$ cat src/rtl/button_conditioner.sv
// Pushbutton conditioner: synchronizer, debouncer, edge strobes and
// long-press auto-repeat with registered one-cycle strobes.
module button_conditioner #(
  parameter int unsigned DEBOUNCE_CYCLES = 1000000,
  parameter int unsigned HOLD_CYCLES     = 50000000,
  parameter int unsigned REPEAT_CYCLES   = 10000000
) (
  input  logic clk,
  input  logic reset,
  input  logic button,
  output logic btn_level,
  output logic press_pulse,
  output logic release_pulse,
  output logic repeat_pulse,
  output logic held
);

  typedef enum logic [1:0] {
    RELEASED,
    HOLD_WAIT,
    REPEATING
  } state_e;

  localparam logic [31:0] DEB_LAST  = DEBOUNCE_CYCLES - 1;
  localparam logic [31:0] HOLD_LAST = HOLD_CYCLES - 1;
  localparam logic [31:0] REP_LAST  = REPEAT_CYCLES - 1;

  logic        sync1_q, sync_q, level_q;
  logic        press_q, release_q, repeat_q, held_q;
  logic        repeat_d, held_d;
  logic [31:0] deb_cnt_q, deb_cnt_d;
  logic [31:0] hold_cnt_q, hold_cnt_d;
  logic [31:0] rep_cnt_q, rep_cnt_d;
  state_e      state_q, state_d;
  logic        differ, deb_done, rise, fall;
  logic        hold_exp, rep_exp;

  always_comb begin
    differ    = sync_q ^ level_q;
    deb_done  = differ && (deb_cnt_q == DEB_LAST);
    rise      = deb_done && !level_q;
    fall      = deb_done && level_q;
    deb_cnt_d = (differ && !deb_done) ? deb_cnt_q + 32'd1 : '0;
    hold_exp  = (hold_cnt_q == HOLD_LAST);
    rep_exp   = (rep_cnt_q == REP_LAST);
  end

  always_ff @(posedge clk) begin
    if (reset) begin
      sync1_q    <= 1'b0;
      sync_q     <= 1'b0;
      level_q    <= 1'b0;
      deb_cnt_q  <= '0;
      state_q    <= RELEASED;
      hold_cnt_q <= '0;
      rep_cnt_q  <= '0;
      press_q    <= 1'b0;
      release_q  <= 1'b0;
      repeat_q   <= 1'b0;
      held_q     <= 1'b0;
    end else begin
      sync1_q    <= button;
      sync_q     <= sync1_q;
      level_q    <= level_q ^ deb_done;
      deb_cnt_q  <= deb_cnt_d;
      state_q    <= state_d;
      hold_cnt_q <= hold_cnt_d;
      rep_cnt_q  <= rep_cnt_d;
      press_q    <= rise;
      release_q  <= fall;
      repeat_q   <= repeat_d;
      held_q     <= held_d;
    end
  end

  // A debounced fall takes priority over any hold/repeat expiry.
  always_comb begin
    state_d    = state_q;
    hold_cnt_d = '0;
    rep_cnt_d  = '0;
    unique case (state_q)
      RELEASED: begin
        if (rise) state_d = HOLD_WAIT;
      end
      HOLD_WAIT: begin
        if (fall) state_d = RELEASED;
        else if (hold_exp) state_d = REPEATING;
        else hold_cnt_d = hold_cnt_q + 32'd1;
      end
      REPEATING: begin
        if (fall) state_d = RELEASED;
        else if (!rep_exp) rep_cnt_d = rep_cnt_q + 32'd1;
      end
      default: state_d = RELEASED;
    endcase
  end

  always_comb begin
    repeat_d = !fall &&
      ((state_q == HOLD_WAIT && hold_exp) ||
       (state_q == REPEATING && rep_exp));
    held_d   = (state_d == REPEATING);
  end

  assign btn_level     = level_q;
  assign press_pulse   = press_q;
  assign release_pulse = release_q;
  assign repeat_pulse  = repeat_q;
  assign held          = held_q;

endmodule

$ cat config.mk
export PLATFORM = sky130hd
export DESIGN_NAME = button_conditioner
export DESIGN_NICKNAME = d
export VERILOG_FILES = /design/src/rtl/button_conditioner.sv
export SDC_FILE = /design/constraint.sdc
export NUM_CORES = 1
export LEC_CHECK = 0
export CAP_MARGIN = 10
export CORE_UTILIZATION = 25
export DETAILED_ROUTE_END_ITERATION = 12
export GPL_ROUTABILITY_DRIVEN = 0
export PLACE_DENSITY = 0.39
export SLEW_MARGIN = 25
export SYNTH_ARGS = -nofsm -noshare
export SYNTH_HDL_FRONTEND = slang
export SYNTH_SLANG_ARGS = --single-unit
$ cat constraint.sdc
create_clock -name clk -period 2.7 [get_ports clk]
set_input_delay 0.405 -clock clk [delete_from_list [all_inputs] [get_ports clk]]
set_output_delay 0.405 -clock clk [all_outputs]
set_load 0.02 [all_outputs]
== Yosys cells after proc, flatten, opt, wreduce, memory -nomap -nowiden ==
Index checks and enable logic that the tools add are counted.

* $add $sub $neg: 3
* Eq/ne operators: 6
* Mux-type cells: 5
* Bitwise gates (word level): 5
* Reductions and logical operators: 15

{| class="wikitable"
|+ Operator list
! cell !! number
|-
| 32-bit by 1-bit adder with 32-bit output, second input constant || 3
|-
| 32-bit by 20-bit equality test with 1-bit output, second input constant || 1
|-
| 32-bit by 24-bit equality test with 1-bit output, second input constant || 1
|-
| 32-bit by 26-bit equality test with 1-bit output, second input constant || 1
|-
| 2-bit 2-to-1 mux || 4
|-
| 4-bit OR reduction || 2
|-
| 1-bit logical AND || 7
|-
| 2-bit case mux with 3 select lines || 1
|-
| 2-bit equality test, second input constant || 2
|-
| 1-bit logical NOT || 3
|-
| 1-bit inverter || 3
|-
| 2-bit by 1-bit equality test with 1-bit output, second input constant || 1
|-
| 2-bit logical NOT || 1
|-
| 2-bit OR reduction || 1
|-
| 1-bit XOR || 2
|-
| 1-bit logical OR || 1
|}

* Register bits: 105
* Input bits: 3
* Output and inout bits: 5

== Longest topological paths before layout ==
Gate-level depths: netlist of run 1.

* Word-level depth: 6
* Gate-level depth with buffers: 8

== Worst setup path after synthesis of run 1 ==
No wires, ideal clock.

* Path kind: register to register
* Start: register rep_cnt_q[16]
* End: register rep_cnt_q[11]
* Library setup time: 0.115 ns
* Arrival: 1.960 ns
* Required time: 2.585 ns
* Slack: 0.625 ns
* Stages on the path, launching flop included: 7
* Period minus slack after synthesis: 2.075 ns
* Path through: dfxtp_1 > or4_1 > or4_1 > o41a_1 > nand3_1 > buf_4 > nor2_1

* Cells in the longest elaborated chain, start to end: 2

{| class="wikitable"
|+ Ends and longest elaborated chain
! item !! line !! text
|-
| start, declared || 33 || <nowiki>logic [31:0] rep_cnt_q, rep_cnt_d;</nowiki>
|-
| start signal, assigned || 68 || <nowiki>rep_cnt_q <= rep_cnt_d;</nowiki>
|-
| 32-bit by 24-bit equality test with 1-bit output || 45 || <nowiki>rep_exp = (rep_cnt_q == REP_LAST);</nowiki>
|-
| 4-bit OR reduction (no line) || -- ||
|}

Every way passes these cells.
A chain may end at the register's enable or synchronous reset.

== Worst setup path in the final report of run 1 ==
* Start: register rep_cnt_q[21]
* End: register rep_cnt_q[7]

Same word-level chain as after synthesis.

==> impl_metrics.toml, run 1 <==
[synth]
syn-num-nets = 530
netlist_area_mm2 = 0.00460
yosysWarnings = 0
syn-instance-count = 524
synth-seq-cells = 105
avgSynthCellArea_um2 = 8.78
synth.distinct_cells = 34
ys_seq_area_share_pct = 45.7

[placement]
post-dp-hpwl_um = 6730
io_buffers = 7

[worst_setup_path]
r2r_setup_slack_ps = 450
critical_path_arrival_ps = 2480
cpMostUsedCell = "or4_1"
cp_max_fo = 30
rr_startpoint = "rep_cnt_q[21]$_SDFF_PP0_"
rr_endpoint = "rep_cnt_q[7]$_SDFF_PP0_"
path_class = "reg2reg"
cp_slowest_cell = "or4_1"
crit_chain = "or4_1 > or4_1 > o41a_1 > nand3_1 > buf_12 > nor2_1"
worstPathRequired_ps = 2930
endpoint = "rep_cnt_q[7]$_SDFF_PP0_"
worstSetupStartpointType = "flop"
crit_start = "rep_cnt_q[21]$_SDFF_PP0_"
endpoint_kind = "flop"
critPathMaxStageDelay_ps = 530
reg2reg_depth = 6

[grt]
grt_pass1_wl_um = 16900
antenna_found_initial = 0
track_usage_pct = 11.5
grt_overflow = 0
grt_pass1_vias = 3458
grt_max_degree = 32

[sta]
grt_setup_unrepaired = "false"
finClkSkew_ps = 8.56
fmax_ghz = 0.445
maxSlewViolCount = 0
max-slew-margin-rel_pct = 53.7
worst_slew_pin_slew_ps = 692
setup_viol = 0
min_period_ps = 2250
period_share_pct = 83.3
fin_tns_setup_ps = 0
hold_violations = 0

[cells_and_area]
nets = 544
drive_above_1_share_pct = 5.72
antenna_cells = 0
fin_util_pct = 29.3
layout_common_cells = "nor2_1 (108), dfxtp_1 (105), xor2_1 (70), nand3_1 (43), nand4_1 (31)"
syn2layout_area_growth_pct = 14.6
final_common_cell = "nor2_1"

[clock_tree]
clock_latency_ps = 340
cts_resized = 0
cts.root.buffer_cell = "clkbuf_16"
clkTransAtPathRegs_ps = 70
htreeDepth = 3
post-cts-setup-buffers = 0
hold_buffers = 0
cts_sinks = 105
numCtsBuffers = 9
cts_tree = "built"
cts_buffer_depth = 2

[drt]
ant_nets = 0
first_pass_iters = 4
vias = 3507
drc = 0
drt_wl_total_um = 9850
wl_per_cell_um = 12.8
viasPerCell = 4.55
drtIter0Drc = 163

[floorplan]
initial_core_util_pct = 25.5
die_h_um = 138
io_pins = 8
floorplan.die.width_um = 138
core_area_mm2 = 0.0180
die-area_mm2 = 0.0189
row_count = 49

[run_status]
status = "completed"

[power]
power.leakage_nw = 1.71
comb_power_share_pct = 1.1
intPower_w = 0.00226
pwr-share-seq_pct = 54.1
pwr_density_cell_mw_per_mm2 = 546
finalPower_w = 0.00288
power.switching_w = 0.000614
p_clk_share_pct = 44.9
p_sw_share_pct = 21.4
ir_drop_mv = 0.373

[hold_path]
min_from = "rep_cnt_q[0]$_SDFF_PP0_"
hold_path_class = "reg2reg"

[flow_run]
drv_cap = 0
-- synthesized netlist by cell type --
master,instances,share of area [%]
inv_1,7,0.57
mux2_2,1,0.24
and2_1,7,0.95
nand4bb_1,1,0.24
clkbuf_1,10,0.82
o21bai_1,1,0.16
nor4_2,3,0.82
nand4_1,31,4.2
o21a_1,3,0.49
a21oi_1,3,0.33
nand4b_1,1,0.19
dfxtp_1,105,46
xnor2_1,19,3.6
o21ai_0,1,0.11
o31a_1,1,0.19
or3_1,1,0.14
and4_1,9,1.7
nand2b_1,3,0.41
ha_1,3,0.82
xor2_1,70,13
nor4bb_1,2,0.44
or4_1,4,0.65
or2_2,2,0.27
buf_1,1,0.082
o41a_1,1,0.24
nor4b_1,4,0.76
and3_1,24,3.3
buf_4,3,0.49
nor3_1,8,0.87
nor2_1,108,8.8
nor4_1,11,1.5
nor2b_1,4,0.54
nand3_1,43,4.7
nand2_1,29,2.4
-- routing by layer --
metal,vias up,track usage (%),part of all wire [%]
li1,1815,-,-
met1,1664,14.5,51
met2,23,18.7,45
met3,5,3.35,2.6
met4,0,3.30,1.1
met5,-,0,0
-- critical path: cells and delay by family (launching register included) --
family / cells / cell delay, ps
DFF: 1 / 350
and+or+nand+nor: 4 / 1250
buffers and inverters: 1 / 190
AOI/OAI and AO/OA: 1 / 330
-- area by class of cell --
class | instances | area (um2)
multi-input combinational | 398 | 2410
inverter | 7 | 26.3
tap | 229 | 287
clock buffer | 12 | 267
clock inverter | 3 | 25.0
fill | 1968 | 12800
sequential | 105 | 2100
timing repair buffer | 17 | 158
-- state kept, by name, indices dropped and copies added (netlist names), named ones only --
signal,cells
deb_cnt_q,32
hold_cnt_q,32
rep_cnt_q,32
state_q,2
held,1
press_pulse,1
release_pulse,1
repeat_pulse,1
sync1_q,1
sync_q,1
-- per-stage QoR --
stage	worst slack, ps	hold WS, ps	instance area (um2)	std cells
4_1_cts	432	458	5270	771
5_1_grt	342	476	5270	771
3_3_place_gp	479	426	4980	756
6_report	451	453	5270	771
2_1_floorplan	625	414	4600	524
3_5_place_dp	449	442	4980	756
-- how the worst min path moves through the flow --
stage | depth (start not counted) | to
after floorplan | 1 | sync_q$_SDFF_PP0_
after global placement | 1 | rep_cnt_q[0]$_SDFF_PP0_
after detailed placement | 1 | rep_cnt_q[0]$_SDFF_PP0_
after CTS | 1 | rep_cnt_q[0]$_SDFF_PP0_
after global routing | 1 | rep_cnt_q[0]$_SDFF_PP0_
final | 1 | rep_cnt_q[0]$_SDFF_PP0_
-- cells by family after synthesis --
kind of cell / after synthesis / share of synthesized area, %
compound gates: 10 / 1.52
xor+xnor: 89 / 16.9
fa+ha+maj: 3 / 0.816
buf+inv: 21 / 1.96
flops: 105 / 45.7
mux: 1 / 0.245
simple gates: 295 / 32.8
-- power groups by stage --
stage	logic [W]	registers, W	clock network (W)
floorplan	0.0000193	0.00159	0
global placement	0.0000310	0.00159	0
detailed placement	0.0000313	0.00159	0
CTS	0.0000314	0.00155	0.00135
global route	0.0000345	0.00155	0.00141
finish	0.0000303	0.00155	0.00129
Power figures use the tool's default switching activity.
==> run 2, diff against run 1 <==
--- a/config.mk
+++ b/config.mk
@@ -9,7 +9,7 @@
 export CORE_UTILIZATION = 25
 export DETAILED_ROUTE_END_ITERATION = 12
 export GPL_ROUTABILITY_DRIVEN = 0
-export PLACE_DENSITY = 0.39
+export PLACE_DENSITY = 0.4
 export SLEW_MARGIN = 25
 export SYNTH_ARGS = -nofsm -noshare
 export SYNTH_HDL_FRONTEND = slang
==> constraint.sdc (replaced) <==
create_clock -name clk -period 1.95 [get_ports clk]
set_input_delay 0.2925 -clock clk [delete_from_list [all_inputs] [get_ports clk]]
set_output_delay 0.2925 -clock clk [all_outputs]
set_load 0.02 [all_outputs]
==> impl_metrics.toml, run 2 (synthesized netlist as in run 1, its figures left out) <==
[power]
intPower_w = 0.00336
p_sw_share_pct = 20.0
power.switching_w = 0.000841
pwr-share-seq_pct = 51.2
finalPower_w = 0.00420
p_clk_share_pct = 47.4
pwr_density_cell_mw_per_mm2 = 712
power.leakage_nw = 2.07
ir_drop_mv = 0.471
comb_power_share_pct = 1.4

[clock_tree]
cts_buffer_depth = 2
cts.root.buffer_cell = "clkbuf_16"
htreeDepth = 3
numCtsBuffers = 9
clock_latency_ps = 360
cts_tree = "built"
clkTransAtPathRegs_ps = 70
cts_sinks = 105

[sta]
max-slew-margin-rel_pct = 69.5
maxSlewViolCount = 0
hold_violations = 0
period_share_pct = 114
fin_tns_setup_ps = -7930
finClkSkew_ps = 8.27
min_period_ps = 2230
fin_ws_ps = -277
worst_slew_pin_slew_ps = 456
fmax_ghz = 0.449
grt_setup_unrepaired = "true"
setup_viol = 31

[drt]
viasPerCell = 4.49
ant_nets = 0
drc = 0
drt_wl_total_um = 10500
drtIter0Drc = 173
vias = 3737
wl_per_cell_um = 12.6
first_pass_iters = 4

[grt]
grt_pass1_wl_um = 18100
track_usage_pct = 12.3
grt_overflow = 0
grt_max_degree = 32
grt_pass1_vias = 3757
antenna_found_initial = 0

[cells_and_area]
antenna_cells = 0
nets = 605
syn2layout_area_growth_pct = 28.4
top_regs = "deb_cnt_q x32, hold_cnt_q x32, rep_cnt_q x32"
final_common_cell = "nor2_1"
layout_common_cells = "nor2_1 (104), dfxtp_1 (101), xor2_1 (70), buf_4 (66), nand3_1 (41)"
drive_above_1_share_pct = 18.7
fin_util_pct = 32.8

[flow_run]
drv_cap = 0

[floorplan]
floorplan.die.width_um = 138
die_h_um = 138
die-area_mm2 = 0.0189
initial_core_util_pct = 25.5
core_area_mm2 = 0.0180
io_pins = 8
row_count = 49

[placement]
io_buffers = 7
post-dp-hpwl_um = 7440
place_ws_ps = -260

[run_status]
violations = "setup timing"
status = "finished with violations"

[worst_setup_path]
cp_max_fo = 13
worstSetupStartpointType = "flop"
endpoint_kind = "flop"
worstPathRequired_ps = 2190
critical_path_arrival_ps = 2470
path_class = "reg2reg"

[hold_path]
hold_path_class = "reg2reg"
run 2: power by group through the flow:
stage | combinational (W) | clock (W) | sequential, W
CTS | 0.0000573 | 0.00209 | 0.00215
floorplan | 0.0000269 | 0 | 0.00220
finish | 0.0000580 | 0.00199 | 0.00215
global route | 0.0000646 | 0.00216 | 0.00215
global placement | 0.0000565 | 0 | 0.00220
detailed placement | 0.0000566 | 0 | 0.00220
run 2: what timing repair did:
item	in CTS	in global routing
cloned	1	0
resized for setup	12	13
pin swaps	3	4
hold buffers	0	0
setup buffers	0	2
setup endpoints to repair	100	100
run 2: through the flow:
stage / hold slack [ps] / std cells / instance area, um2
detailed placement: 469 / 814 / 5440
finish: 468 / 832 / 5910
CTS: 472 / 830 / 5840
global route: 482 / 832 / 5910
global placement: 466 / 814 / 5440
floorplan: 362 / 524 / 4620
run 2: path summary, 6_finish.rpt:
path	cells after the start	slack, ps	to	from
max	6	-280	rep_cnt_q[16]$_SDFF_PP0_	rep_cnt_q[31]$_SDFF_PP0_
min	1	470	sync_q$_SDFF_PP0_	sync1_q$_SDFF_PP0_
max reg2reg	6	-280	rep_cnt_q[16]$_SDFF_PP0_	rep_cnt_q[31]$_SDFF_PP0_
min reg2reg	1	470	sync_q$_SDFF_PP0_	sync1_q$_SDFF_PP0_
run 2: worst max-delay path, cell delays in order, from the launching register on:
cell	delay, ps
dfxtp_2	330
or4_4	540
or4_4	550
o41a_1	370
nand3_4	130
buf_12	160
nor2_1	50
run 2: metal layers:
metal | up-vias | global-route usage (%) | part of all wire (%)
li1 | 1957 | - | -
met1 | 1748 | 16.0 | 52
met2 | 21 | 19.5 | 44
met3 | 11 | 2.87 | 2.1
met4 | 0 | 4.76 | 1.7
met5 | - | 0 | 0
run 2: final cells by class:
type | count | area [um2]
multi-input cells | 398 | 2500
repair buffers | 78 | 656
fillers | 1917 | 12100
flip-flops and latches | 105 | 2110
clock buffers | 11 | 253
well taps | 229 | 287
clock inverters | 4 | 76.3
inverters | 7 | 26.3
==> run 3, diff against run 2 <==
--- a/config.mk
+++ b/config.mk
@@ -6,7 +6,9 @@
 export NUM_CORES = 1
 export LEC_CHECK = 0
 export CAP_MARGIN = 10
+export CORE_MARGIN = 2
 export CORE_UTILIZATION = 25
+export CTS_CLUSTER_DIAMETER = 60
 export DETAILED_ROUTE_END_ITERATION = 12
 export GPL_ROUTABILITY_DRIVEN = 0
 export PLACE_DENSITY = 0.4
==> impl_metrics.toml, run 3 (synthesized netlist as in run 1, its figures left out) <==
[run_status]
status = "finished with violations"
violations = "setup timing"

[drt]
ant_nets = 0
viasPerCell = 4.54
wl_per_cell_um = 12.7
first_pass_iters = 4
drc = 0
vias = 3785
drtIter0Drc = 222
drt_wl_total_um = 10600

[cells_and_area]
syn2layout_area_growth_pct = 29.9
drive_above_1_share_pct = 20.8
multi_input_area_mm2 = 0.00256
fin_util_pct = 33.2
layout_common_cells = "dfxtp_1 (99), nor2_1 (96), xor2_1 (70), buf_4 (65), nand3_1 (40)"
fin_area_mm2 = 0.00598
nets = 606
regArea_mm2 = 0.00211
final_common_cell = "dfxtp_1"
antenna_cells = 0
fillers = 1903
top_regs = "deb_cnt_q x32, hold_cnt_q x32, rep_cnt_q x32"

[clock_tree]
htreeDepth = 3
cts_buffer_depth = 2
clock_latency_ps = 350
cts_sinks = 105
cts.root.buffer_cell = "clkbuf_16"
cts_tree = "built"
clkTransAtPathRegs_ps = 70
numCtsBuffers = 9

[sta]
setup_viol = 31
period_share_pct = 114
fin_ws_ps = -267
min_period_ps = 2220
max-slew-margin-rel_pct = 71.4
grt_setup_unrepaired = "true"
fin_tns_setup_ps = -7670
maxSlewViolCount = 0
finClkSkew_ps = 7.64
fmax_ghz = 0.451
hold_violations = 0
worst_slew_pin_slew_ps = 427

[worst_setup_path]
path_class = "reg2reg"
rr_startpoint = "rep_cnt_q[31]$_SDFF_PP0_"
cp_max_fo = 12
cp_slowest_cell = "or4_4"
reg2reg_depth = 6
worstPathBufferInverterCount = 1
crit_chain = "or4_4 > or4_4 > o41a_1 > nand3_4 > clkbuf_16 > nor2_1"
cpMostUsedCell = "or4_4"
worstSetupStartpointType = "flop"
worstPathRequired_ps = 2200
critPathMaxStageDelay_ps = 550
rr_endpoint = "rep_cnt_q[31]$_SDFF_PP0_"
endpoint_kind = "flop"
r2r_setup_slack_ps = -270
crit_family = "simple AND/OR/NAND/NOR gates"
critical_path_arrival_ps = 2460

[hold_path]
hold_path_class = "reg2reg"
min_from = "sync1_q$_SDFF_PP0_"
holdPathStages = 1
min_delay_worst_endpoint = "sync_q$_SDFF_PP0_"

[floorplan]
die_h_um = 140
die-area_mm2 = 0.0195
row_count = 49
floorplan.die.width_um = 140
initial_core_util_pct = 25.5
io_pins = 8
core_area_mm2 = 0.0180

[power]
comb_power_share_pct = 1.6
finalPower_w = 0.00403
p_clk_share_pct = 44.9
power.switching_w = 0.000838
pwr-share-seq_pct = 53.5
ir_drop_mv = 0.428
pwr_density_cell_mw_per_mm2 = 673
power.leakage_nw = 2.07
intPower_w = 0.00319
p_sw_share_pct = 20.8

[placement]
place_area_mm2 = 0.00542
post-dp-hpwl_um = 7250
place_ws_ps = -231
io_buffers = 7

[grt]
grt_pass1_vias = 3656
track_usage_pct = 11.1
grt_max_degree = 32
antenna_found_initial = 0
grt_pass1_wl_um = 17700
grt_overflow = 0

[flow_run]
drv_cap = 0
## run 3: routing by layer
layer	wire length, um	track usage [%]	vias up
met5	0	0	-
li1	-	-	1957
met3	249	2.79	10
met4	163	3.79	0
met1	5390	14.9	1788
met2	4820	17.5	30
## run 3: through the flow
stage,hold slack (ps),cells
after CTS,477,829
after detailed placement,469,812
after floorplan,362,524
after global placement,469,812
final,476,834
after global routing,486,834
## run 3: repair_timing
item | in CTS | in global routing
hold buffers | 0 | 0
cloned | 0 | 3
endpoints found under the setup margin | 92 | 100
buffers inserted | 1 | 2
resized for setup | 7 | 36
pin swaps | 0 | 10
## run 3: worst max-delay path by stage
stage | start | endpoint | slack (ps) | cells past startpoint
after global routing | rep_cnt_q[31]$_SDFF_PP0_ | rep_cnt_q[31]$_SDFF_PP0_ | -330 | 6
after CTS | rep_cnt_q[30]$_SDFF_PP0_ | rep_cnt_q[17]$_SDFF_PP0_ | -230 | 6
after global placement | rep_cnt_q[21]$_SDFF_PP0_ | rep_cnt_q[30]$_SDFF_PP0_ | -240 | 6
after floorplan | rep_cnt_q[21]$_SDFF_PP0_ | rep_cnt_q[21]$_SDFF_PP0_ | -90 | 6
after detailed placement | rep_cnt_q[21]$_SDFF_PP0_ | rep_cnt_q[16]$_SDFF_PP0_ | -230 | 6
final | rep_cnt_q[31]$_SDFF_PP0_ | rep_cnt_q[31]$_SDFF_PP0_ | -270 | 6
## run 3: layout make-up
cell class | count | area share [%]
sequential | 105 | 35.3
timing repair buffer | 79 | 11.7
multi-input combinational | 398 | 42.8
clock buffer | 15 | 4.81
clock inverter | 1 | 0.126
inverter | 7 | 0.440
tap | 229 | 4.79
## run 3: power groups by stage
stage                     clock network, W  logic [W]  registers (W)
final                              0.00181  0.0000657        0.00215
after global routing               0.00198  0.0000727        0.00215
after CTS                          0.00189  0.0000581        0.00215
after detailed placement                 0  0.0000569        0.00220
after global placement                   0  0.0000564        0.00220
after floorplan                          0  0.0000269        0.00220
